==> config.mk <==
export PLATFORM = sky130hd
export DESIGN_NAME = orbit_ctrl
export DESIGN_NICKNAME = d
export VERILOG_FILES = /design/src/rtl/orbit_pkg.sv /design/src/rtl/orbit_trig_lut.sv /design/src/rtl/orbit_ctrl.sv
export SDC_FILE = /design/constraint.sdc
export NUM_CORES = 1
export LEC_CHECK = 0
export CORE_MARGIN = 3
export CORE_UTILIZATION = 50
export DETAILED_ROUTE_END_ITERATION = 6
export PLACE_DENSITY_LB_ADDON = 0.08
export SLEW_MARGIN = 10
export SYNTH_ARGS = -nofsm -noshare
export SYNTH_HDL_FRONTEND = slang
export SYNTH_SLANG_ARGS = --single-unit
==> constraint.sdc <==
create_clock -name i_clk -period 9.15 [get_ports i_clk]
set_input_delay 1.83 -clock i_clk [delete_from_list [all_inputs] [get_ports i_clk]]
set_output_delay 1.83 -clock i_clk [all_outputs]
set_load 0.03 [all_outputs]
==> src/rtl/orbit_pkg.sv <==
// ---------------------------------------------------------------------------
// orbit_pkg
// Shared definitions for the orbiting-ball controller: the sequencer state
// type, angle and key constants, the fixed-point format of the trig table and
// the helper functions that generate the table entries.
// Ports: none (package).
// ---------------------------------------------------------------------------
package orbit_pkg;

  // Sequencer states, one computation state per output coordinate
  typedef enum logic [2:0] {
    ST_IDLE,
    ST_STEP,
    ST_RED_X,
    ST_RED_Y,
    ST_BLUE_X,
    ST_BLUE_Y,
    ST_DONE
  } orbit_state_t;

  localparam int         ANGLE_STEPS  = 60;
  localparam int         HALF_TURN    = 30;
  localparam int         QUARTER_TURN = 15;
  localparam logic [7:0] KEY_CCW      = 8'h04;
  localparam logic [7:0] KEY_CW       = 8'h07;
  localparam int         LUT_WIDTH    = 10;
  localparam int         LUT_FRAC     = 8;

  // round(256*sin(6 deg * k)) for the first quarter turn, k = 0..15
  function automatic logic signed [LUT_WIDTH-1:0] quarterSin(input logic [3:0] k);
    logic signed [LUT_WIDTH-1:0] value;
    case (k)
      4'd0:    value = 10'sd0;
      4'd1:    value = 10'sd27;
      4'd2:    value = 10'sd53;
      4'd3:    value = 10'sd79;
      4'd4:    value = 10'sd104;
      4'd5:    value = 10'sd128;
      4'd6:    value = 10'sd150;
      4'd7:    value = 10'sd171;
      4'd8:    value = 10'sd190;
      4'd9:    value = 10'sd207;
      4'd10:   value = 10'sd222;
      4'd11:   value = 10'sd234;
      4'd12:   value = 10'sd243;
      4'd13:   value = 10'sd250;
      4'd14:   value = 10'sd255;
      default: value = 10'sd256;
    endcase
    return value;
  endfunction

  // Full-circle sine by folding the index into the first quadrant.
  // Out-of-range indices (60..63) fall through to zero.
  function automatic logic signed [LUT_WIDTH-1:0] sinLookup(input logic [5:0] idx);
    logic signed [LUT_WIDTH-1:0] value;
    value = '0;
    if (idx <= 6'd15) begin
      value = quarterSin(idx[3:0]);
    end else if (idx <= 6'd30) begin
      value = quarterSin(4'(6'd30 - idx));
    end else if (idx <= 6'd45) begin
      value = -quarterSin(4'(idx - 6'd30));
    end else if (idx <= 6'd59) begin
      value = -quarterSin(4'(6'd60 - idx));
    end
    return value;
  endfunction

  // Cosine is the sine a quarter turn further round the circle
  function automatic logic signed [LUT_WIDTH-1:0] cosLookup(input logic [5:0] idx);
    logic [5:0] shifted;
    if (idx >= 6'(ANGLE_STEPS - QUARTER_TURN)) begin
      shifted = idx - 6'(ANGLE_STEPS - QUARTER_TURN);
    end else begin
      shifted = idx + 6'(QUARTER_TURN);
    end
    return sinLookup(shifted);
  endfunction

endpackage

==> src/rtl/orbit_trig_lut.sv <==
// ---------------------------------------------------------------------------
// orbit_trig_lut
// Combinational 60-entry cos/sin ROM, 6 degrees per step, signed Q2.8.
// Ports:
//   i_index  6-bit angle step (0..59; 60..63 give zero)
//   o_cos    signed 10-bit round(256*cos)
//   o_sin    signed 10-bit round(256*sin)
// ---------------------------------------------------------------------------
module orbit_trig_lut
  import orbit_pkg::*;
(
  input  logic [5:0]                  i_index,
  output logic signed [LUT_WIDTH-1:0] o_cos,
  output logic signed [LUT_WIDTH-1:0] o_sin
);

  // Unused encodings above the last step read back as zero rather than
  // aliasing onto a real angle
  always_comb begin
    o_cos = '0;
    o_sin = '0;
    if (i_index < 6'(ANGLE_STEPS)) begin
      o_cos = cosLookup(i_index);
      o_sin = sinLookup(i_index);
    end
  end

endmodule

==> src/rtl/orbit_ctrl.sv <==
// ---------------------------------------------------------------------------
// orbit_ctrl
// Moves a red and a blue ball around a circle, diametrically opposite each
// other. Once per frame the red angle steps according to the key, then the
// four coordinates are computed one per cycle through a single multiplier and
// published together.
// Ports:
//   i_clk, i_reset      clock, synchronous active-high reset
//   i_frameTick         one-cycle pulse per video frame
//   i_keycode           0x04 counter-clockwise, 0x07 clockwise
//   i_halt              freeze rotation (positions still recomputed)
//   o_redX/o_redY       red ball centre
//   o_blueX/o_blueY     blue ball centre
//   o_ballS             constant ball half-size
//   o_angleIndex        red angle step 0..59
//   o_posValid          one-cycle pulse when new positions are visible
//   o_busy              sequencer is not idle
// ---------------------------------------------------------------------------
module orbit_ctrl
  import orbit_pkg::*;
#(
  parameter int         CENTER_X  = 320,
  parameter int         CENTER_Y  = 240,
  parameter logic [7:0] RADIUS    = 8'd80,
  parameter int         BALL_SIZE = 4
) (
  input  logic       i_clk,
  input  logic       i_reset,
  input  logic       i_frameTick,
  input  logic [7:0] i_keycode,
  input  logic       i_halt,
  output logic [9:0] o_redX,
  output logic [9:0] o_redY,
  output logic [9:0] o_blueX,
  output logic [9:0] o_blueY,
  output logic [9:0] o_ballS,
  output logic [5:0] o_angleIndex,
  output logic       o_posValid,
  output logic       o_busy
);

  localparam logic [9:0] CENTER_X10   = 10'(CENTER_X);
  localparam logic [9:0] CENTER_Y10   = 10'(CENTER_Y);
  localparam logic [9:0] RESET_RED_X  = 10'(CENTER_X + int'(RADIUS));
  localparam logic [9:0] RESET_BLUE_X = 10'(CENTER_X - int'(RADIUS));
  localparam logic [5:0] LAST_STEP    = 6'(ANGLE_STEPS - 1);

  orbit_state_t r_state;
  logic         r_pending;
  logic [5:0]   r_angle;
  logic [9:0]   r_shadowRedX;
  logic [9:0]   r_shadowRedY;
  logic [9:0]   r_shadowBlueX;
  logic [9:0]   r_redX;
  logic [9:0]   r_redY;
  logic [9:0]   r_blueX;
  logic [9:0]   r_blueY;
  logic         r_posValid;
  logic         r_busy;

  logic [5:0]                  w_blueIndex;
  logic [5:0]                  w_lutIndex;
  logic                        w_isRed;
  logic                        w_isX;
  logic signed [LUT_WIDTH-1:0] w_cos;
  logic signed [LUT_WIDTH-1:0] w_sin;
  logic signed [LUT_WIDTH-1:0] w_trig;
  logic signed [17:0]          w_radiusExt;
  logic signed [17:0]          w_trigExt;
  logic signed [17:0]          w_product;
  logic [9:0]                  w_scaled;
  logic [9:0]                  w_coord;

  // The blue ball always sits half a turn away from the red one
  assign w_blueIndex = (r_angle >= 6'(HALF_TURN)) ? r_angle - 6'(HALF_TURN)
                                                  : r_angle + 6'(HALF_TURN);

  // The current computation state picks which ball and which axis the
  // shared multiplier works on this cycle
  assign w_isRed    = (r_state == ST_RED_X) || (r_state == ST_RED_Y);
  assign w_isX      = (r_state == ST_RED_X) || (r_state == ST_BLUE_X);
  assign w_lutIndex = w_isRed ? r_angle : w_blueIndex;

  orbit_trig_lut u_lut (
    .i_index (w_lutIndex),
    .o_cos   (w_cos),
    .o_sin   (w_sin)
  );

  assign w_trig = w_isX ? w_cos : w_sin;

  // Radius is unsigned, so it is zero-extended before the signed multiply;
  // the product of 255*256 still fits in 18 bits
  assign w_radiusExt = {10'd0, RADIUS};
  assign w_trigExt   = {{(18 - LUT_WIDTH){w_trig[LUT_WIDTH-1]}}, w_trig};
  assign w_product   = w_radiusExt * w_trigExt;
  assign w_scaled    = 10'(w_product >>> LUT_FRAC);

  // Screen Y grows downwards, hence the subtraction for the vertical axis
  assign w_coord = w_isX ? CENTER_X10 + w_scaled : CENTER_Y10 - w_scaled;

  // Sequencer: steps the angle, fills the shadow registers one coordinate per
  // cycle, then publishes all four positions on the edge into DONE so that
  // they are already visible while o_posValid is high. Ticks arriving while
  // busy collapse into a single pending request served right after DONE.
  always_ff @(posedge i_clk) begin
    if (i_reset) begin
      r_state       <= ST_IDLE;
      r_pending     <= 1'b0;
      r_angle       <= '0;
      r_shadowRedX  <= RESET_RED_X;
      r_shadowRedY  <= CENTER_Y10;
      r_shadowBlueX <= RESET_BLUE_X;
      r_redX        <= RESET_RED_X;
      r_redY        <= CENTER_Y10;
      r_blueX       <= RESET_BLUE_X;
      r_blueY       <= CENTER_Y10;
      r_posValid    <= 1'b0;
      r_busy        <= 1'b0;
    end else begin
      r_posValid <= 1'b0;
      if (i_frameTick && (r_state != ST_IDLE)) begin
        r_pending <= 1'b1;
      end
      case (r_state)
        ST_IDLE: begin
          if (i_frameTick || r_pending) begin
            r_state   <= ST_STEP;
            r_pending <= 1'b0;
            r_busy    <= 1'b1;
          end
        end
        ST_STEP: begin
          if (!i_halt) begin
            if (i_keycode == KEY_CCW) begin
              r_angle <= (r_angle == LAST_STEP) ? 6'd0 : r_angle + 6'd1;
            end else if (i_keycode == KEY_CW) begin
              r_angle <= (r_angle == 6'd0) ? LAST_STEP : r_angle - 6'd1;
            end
          end
          r_state <= ST_RED_X;
        end
        ST_RED_X: begin
          r_shadowRedX <= w_coord;
          r_state      <= ST_RED_Y;
        end
        ST_RED_Y: begin
          r_shadowRedY <= w_coord;
          r_state      <= ST_BLUE_X;
        end
        ST_BLUE_X: begin
          r_shadowBlueX <= w_coord;
          r_state       <= ST_BLUE_Y;
        end
        ST_BLUE_Y: begin
          // The last coordinate goes straight to the output so that all
          // four change on the same edge
          r_redX     <= r_shadowRedX;
          r_redY     <= r_shadowRedY;
          r_blueX    <= r_shadowBlueX;
          r_blueY    <= w_coord;
          r_posValid <= 1'b1;
          r_state    <= ST_DONE;
        end
        ST_DONE: begin
          r_state <= ST_IDLE;
          r_busy  <= 1'b0;
        end
        default: begin
          r_state <= ST_IDLE;
          r_busy  <= 1'b0;
        end
      endcase
    end
  end

  assign o_redX       = r_redX;
  assign o_redY       = r_redY;
  assign o_blueX      = r_blueX;
  assign o_blueY      = r_blueY;
  assign o_ballS      = 10'(BALL_SIZE);
  assign o_angleIndex = r_angle;
  assign o_posValid   = r_posValid;
  assign o_busy       = r_busy;

endmodule

# Yosys cells after proc, flatten, opt, wreduce, memory -nomap -nowiden
# Memory sizes are Yosys's and may differ from the RTL's.
# Index checks and enable logic that the tools add are counted.
[op_classes]
n_eq_ne = 9
bitwise_logic = 2
reduce_logical = 11
multipliers = 1
n_addsub = 18
mux = 46
order_cmp = 11
[op_table]
columns = ["operator", "count"]
rows = [
  ["two-way mux 10 bit", 30],
  ["two-way mux 6 bit", 8],
  ["negation 10 bit", 4],
  ["<= comparator 6 bit, second input constant", 4],
  ["one-hot mux 3 bit (6 select lines)", 1],
  ["== test 8 x 3 -> 1 bit, second input constant", 2],
  ["subtractor 4 bit, first input constant", 4],
  ["multiplier 4 x 10 -> 14 bit, first input constant", 1],
  ["<= comparator 6 x 4 -> 1 bit, second input constant", 2],
  ["<= comparator 6 x 5 -> 1 bit, second input constant", 2],
  ["adder 9 x 10 -> 10 bit, first input constant", 1],
  ["subtractor 8 x 10 -> 10 bit, first input constant", 1],
  ["subtractor 4 bit, second input constant", 2],
  ["adder 6 x 1 -> 6 bit, second input constant", 1],
  ["adder 6 x 4 -> 6 bit, second input constant", 1],
  ["adder 6 x 5 -> 6 bit, second input constant", 1],
  ["== test 3 x 2 -> 1 bit, second input constant", 2],
  ["== test 3 bit, second input constant", 2],
  ["== test 6 bit, second input constant", 1],
  [">= comparator 6 x 5 -> 1 bit, second input constant", 1],
  [">= comparator 6 bit, second input constant", 1],
  ["zero test 6 bit", 1],
  ["< comparator 6 bit, second input constant", 1],
  ["subtractor 6 x 1 -> 6 bit, second input constant", 1],
  ["other kinds (16)", 23],
]
[word_totals]
n_memories = 8
mem_bits_ro = 1152
out_inout_bits = 58
input_bits = 12
reg_bits = 82
elab_cells = 118
[memory_table]
columns = ["name", "depth", "word_bits", "read_ports", "rd_clocked_by_memory_dff", "wr", "line", "rtl"]
rows = [
  ["(name not given)", 16, 9, 1, 0, 0, "orbit_pkg.sv:32", "case (k)"],
  ["(name not given)", 16, 9, 1, 0, 0, "orbit_pkg.sv:32", ""],
  ["(name not given)", 16, 9, 1, 0, 0, "orbit_pkg.sv:32", ""],
  ["(name not given)", 16, 9, 1, 0, 0, "orbit_pkg.sv:32", ""],
  ["(name not given)", 16, 9, 1, 0, 0, "orbit_pkg.sv:32", ""],
  ["(name not given)", 16, 9, 1, 0, 0, "orbit_pkg.sv:32", ""],
  ["2 more memories", "--", "--", "--", "--", "--", "--", ""],
]

# Longest topological paths before layout
# An unclocked memory read counts as a cell.
[logic_depth]
ltp_word = 23
mapped_depth = 48
ltp_nobuf = 44

# Hierarchy
# From an unflattened synthesis, not the netlist that was laid out.
[unflattened]
cells_unflattened = 1185
hier_area_um2 = 8240.4
[by_module_without_submodules]
columns = ["mod", "area_each_um2", "cells_each", "instances", "seq_area_each_um2"]
rows = [
  ["orbit_ctrl", 4390.5, 575, 1, 1641.6],
  ["orbit_trig_lut", 3849.9, 610, 1, 0.0],
]

# Worst setup path after synthesis
# OpenSTA, ideal clock, no wires.
[synth_timing]
path_type = "register to register"
startpoint = "register r_angle[1] (netlist: o_angleIndex[1])"
endpoint = "register r_shadowRedX[8]"
required_time_ps = 9087
path_buffers = 5
setup_slack_ps = -977
synth_period_minus_slack_ps = 10127
setup_time_ps = 63
arrival_time_ps = 10064
path_stages_with_launch = 47
cell_sequence = "dfxtp_1 buf_2 inv_1 xnor2_1 ha_1 clkbuf_1 inv_1 buf_1 ha_1 clkbuf_1 buf_1 xnor2_1 inv_2 ha_1 a21oi_1 xnor2_1 and3_1 a21oi_1 [11 not listed] o31ai_1 and4bb_2 o31a_1 fa_1 a21o_1 a21oi_1 o21bai_1 a21oi_1 o21bai_1 a21oi_1 xnor2_1 inv_1 ha_1 inv_1 a21oi_1 and4_1 or4_1 nand3_1"
[synth_via]
elab_chain_len = 23
elab_cells_between_ends = 70
classes_between = "add/sub (16); mul (1); order compare (11); mux (34); memory (8)"
[synth_rtl]
columns = ["item", "line", "rtl"]
rows = [
  ["from (decl)", "orbit_ctrl.sv:50", "logic [5:0] r_angle;"],
  ["from (signal assigned)", "orbit_ctrl.sv:136", "r_angle <= (r_angle == LAST_STEP) ? 6'd0 : r_angle + 6'd1;"],
  ["from (signal assigned)", "orbit_ctrl.sv:138", "r_angle <= (r_angle == 6'd0) ? LAST_STEP : r_angle - 6'd1;"],
  ["adder 6 x 5 -> 6 bit, or another cell as far along", "orbit_ctrl.sv:76", ": r_angle + 6'(HALF_TURN);"],
  ["two-way mux 6 bit", "orbit_ctrl.sv:75", "assign w_blueIndex = (r_angle >= 6'(HALF_TURN)) ? r_angle - 6'(HALF_TURN)"],
  ["two-way mux 6 bit (*)", "orbit_ctrl.sv:82", "assign w_lutIndex = w_isRed ? r_angle : w_blueIndex;"],
  ["adder 6 x 4 -> 6 bit, or another cell as far along", "orbit_pkg.sv:76", "shifted = idx + 6'(QUARTER_TURN);"],
  ["two-way mux 6 bit", "orbit_pkg.sv:73", "if (idx >= 6'(ANGLE_STEPS - QUARTER_TURN)) begin"],
  ["two-way mux 6 bit", "orbit_trig_lut.sv:22", "if (i_index < 6'(ANGLE_STEPS)) begin"],
  ["subtractor 4 bit", "orbit_pkg.sv:65", "value = -quarterSin(4'(6'd60 - idx));"],
  ["memory (16 x 9 bit)", "--", ""],
  ["[7 not listed]", "--", ""],
  ["two-way mux 10 bit", "orbit_pkg.sv:62", "end else if (idx <= 6'd45) begin"],
  ["two-way mux 10 bit", "orbit_pkg.sv:60", "end else if (idx <= 6'd30) begin"],
  ["two-way mux 10 bit", "orbit_pkg.sv:58", "if (idx <= 6'd15) begin"],
  ["two-way mux 10 bit", "orbit_trig_lut.sv:22", ""],
  ["two-way mux 10 bit (*)", "orbit_ctrl.sv:90", "assign w_trig = w_isX ? w_cos : w_sin;"],
  ["multiplier 4 x 10 -> 14 bit (*)", "orbit_ctrl.sv:96", "assign w_product = w_radiusExt * w_trigExt;"],
  ["subtractor 8 x 10 -> 10 bit / adder 9 x 10 -> 10 bit (equally long branches)", "orbit_ctrl.sv:100", "assign w_coord = w_isX ? CENTER_X10 + w_scaled : CENTER_Y10 - w_scaled;"],
  ["two-way mux 10 bit (*)", "orbit_ctrl.sv:100", ""],
  ["to (signal assigned)", "orbit_ctrl.sv:144", "r_shadowRedX <= w_coord;"],
  ["to (decl)", "orbit_ctrl.sv:51", "logic [9:0] r_shadowRedX;"],
]
# Mark *: on every way between the ends. The rest lies on a longest branch, timed or not. The select of a mux whose other input is x is not followed.
# A chain may end at the register's enable or synchronous reset.

# Final worst setup path
# Same ends and word-level chain as after synthesis.

==> impl_metrics.tcl <==
set metrics [dict create \
    outcome "completed" \
    critPathSlowestCell "or4_1" \
    clkLatencyLatePin_ps 340 \
    worstReg2RegEnd "r_shadowRedX[8]$_SDFFE_PP1P_" \
    htreeDepth 3 \
    end_kind "register" \
    utilization 0.607 \
    drt-vias-per-instance 6.41 \
    clk_pin_slew_ps 70 \
    routed_wl_um 29500 \
    route.detailed.drc 0 \
    overflow 0 \
    crit_path_max_incr_delay_ps 490 \
    final_cell_mix "nand2_1, a21oi_1, nor2_1, dfxtp_1, buf_4" \
    cts_root_buf "clkbuf_16" \
    worst_pin_slew_ps 977 \
    total_power_mw 2.34 \
    crit_required_ps 9420 \
    period_share 0.953 \
    drt-pass1-iter-count 5 \
    ant_nets 0 \
    slew_violations 0 \
    dpl-instance-area_mm2 0.00983 \
    synth_edf_count 0 \
    clock.fmax_mhz 115 \
    relSlewSlack 0.345 \
    core_area_mm2 0.0169 \
    synth_area_leaders "dfxtp_1, nand2_1, a21oi_1" \
    synth_cells 1257 \
    cts_tree "done" \
    worstSetupStartpointType "register" \
    fin_hold_ws_ps 452 \
    yosysUniqueCellTypes 97 \
    syn-cell-area_mm2 0.00883 \
    fillCellCount 1580 \
    tns_ps 0 \
    cts_num_sinks 82 \
    cpMostUsedCell "ha_1" \
    synth.yosys.seq_area_share 0.186 \
    hold_viol_final 0 \
    power.leakage_nw 3.95 \
    hold_depth 2 \
    dieArea_mm2 0.0193 \
    fin_ws_ps 427 \
    start_util 0.521 \
    power_density_mw_per_mm2 228 \
    max_cap_viol_count 0 \
    die_y_um 139 \
    ys.flop_type "dfxtp_1" \
    crit_fanout 9 \
    min-delay-path-class "register to register" \
    ff2ff_path_depth 43 \
    io-pin-count 70 \
    layout_commonest_cell "nand2_1" \
    diodes 0 \
    final_area_mm2 0.0103 \
    synth_top_cell_area_share 0.186 \
    finalSetupViolCount 0 \
    routabilityCongestion 1.04 \
    r2r-start "o_angleIndex[1]$_SDFFE_PP0P_" \
    grt_max_degree 59 \
    vias 9858 \
    wl_per_cell_um 19.2 \
    rows 47 \
    numPortBuffers 59 \
    die_width_um 139 \
    finClkSkew_ps 9.34 \
    grt_use_total 0.287 \
    antenna_found_initial 0 \
    hp-start "o_blueX[1]$_SDFFE_PP0P_" \
    worstPathArrival_ps 9000 \
    drive_above_1_share 0.125 \
    holdBufCountCts 0 \
    avgSynthCellArea_um2 7.02 \
    fin_crit_ps 8720 \
    yosys.area.top_type "dfxtp_1" \
    dp_slack_ps 219 \
    cts_buffers 9 \
    grt_pass1_vias 8695 \
    area_growth_pct 16.4 \
    dpl.cell_count 1510 \
    dr.first_iter.drc_count 1350 \
    r2r_setup_slack_ps 430 \
    yosysWarnings 0 \
    nets 1373 \
    synth-seq-cells 82 \
    path_class "register to register" \
    cts_buffer_depth 2 \
    fin_cells 1537 \
    hpwl_um 21700 \
    holdPathEnd "o_blueX[1]$_SDFFE_PP0P_" \
    grt_pass1_wl_um 46400 \
    vdd_ir_drop_max_v 0.000154 \
    ys_async_sr_fraction 0 \
]
## registers in the layout, summed over array words and instances (netlist names)
name           count
r_shadowBlueX     10
o_blueY           10
o_angleIndex       6
r_pending          1
o_redX            10
o_posValid         1
o_redY            10
r_shadowRedX      10
o_busy             1
r_shadowRedY      10
r_state            3
o_blueX           10
## cells in the mapped netlist, drive strengths merged, types with 11 or more instances
master,number
a31oi,23
nand2,180
and3,14
clkbuf,66
o21ai,76
or3,11
ha,48
xnor2,40
a211oi,30
xor2,12
and2,11
o31ai,12
nor3,37
a21oi,124
dfxtp,82
buf,34
o22ai,11
o211ai,30
mux2i,25
nor2,110
nand3,63
inv,34
## worst max path at each step
| stage | slack (ps) | from | endpoint |
|---|---|---|---|
| 2_1_floorplan | 20 | o_angleIndex[1]$_SDFFE_PP0P_ | r_shadowRedX[8]$_SDFFE_PP1P_ |
| 3_3_place_gp | 380 | o_angleIndex[1]$_SDFFE_PP0P_ | r_shadowRedX[8]$_SDFFE_PP1P_ |
| 3_5_place_dp | 220 | o_angleIndex[2]$_SDFFE_PP0P_ | r_shadowRedX[8]$_SDFFE_PP1P_ |
| 4_1_cts | 150 | o_angleIndex[2]$_SDFFE_PP0P_ | r_shadowRedX[8]$_SDFFE_PP1P_ |
| 5_1_grt | -40 | o_angleIndex[1]$_SDFFE_PP0P_ | r_shadowRedX[8]$_SDFFE_PP1P_ |
| 6_report | 430 | o_angleIndex[1]$_SDFFE_PP0P_ | r_shadowRedX[8]$_SDFFE_PP1P_ |
## critical path, delay by kind of cell, from the launching register on
| kind | cells | cell delay (ps) |
|---|---|---|
| xor+xnor | 3 | 490 |
| compound gates | 17 | 3140 |
| buf+inv | 5 | 500 |
| fa+ha+maj | 7 | 2000 |
| simple gates | 11 | 2080 |
| flops | 1 | 420 |
## final cells by class
type | instances | area (µm²) | share of cell area
clock buffer | 9 | 225 | 0.0219
clock inverter | 7 | 71.3 | 0.00694
inverter | 36 | 143 | 0.0139
multi-input combinational | 1047 | 6750 | 0.657
sequential | 82 | 1650 | 0.161
tap | 220 | 275 | 0.0268
timing repair buffer | 136 | 1160 | 0.113
## kinds of logic (layout without fill, tap and decap cells)
group	after synthesis	count (layout)	share of synthesized area
AND/OR/NAND/NOR	482	482	0.253
other	2	10	0.000851
buffers and inverters	136	188	0.0665
flip-flops	82	82	0.186
AO/OA/AOI/OAI	421	421	0.325
multiplexers	30	30	0.0377
adder cells (fa/ha/maj)	49	49	0.0703
XOR/XNOR	55	55	0.0615
## where the power goes
group	switching (mW)	internal, mW
clock network	0.160	0.192
registers	0.00980	0.372
logic	0.992	0.614
## routing by layer
metal | track usage | share of wire | vias to the layer above
li1 | - | - | 4744
met1 | 0.398 | 0.43 | 4514
met2 | 0.454 | 0.44 | 522
met3 | 0.0397 | 0.088 | 78
met4 | 0.105 | 0.036 | 0
met5 | 0 | 0 | -
## timing repair
item | CTS | global route
buffers inserted | 0 | 11
endpoints found under the setup margin | 0 | 8
gates resized for setup | 0 | 14
Power figures use the tool's default switching activity.
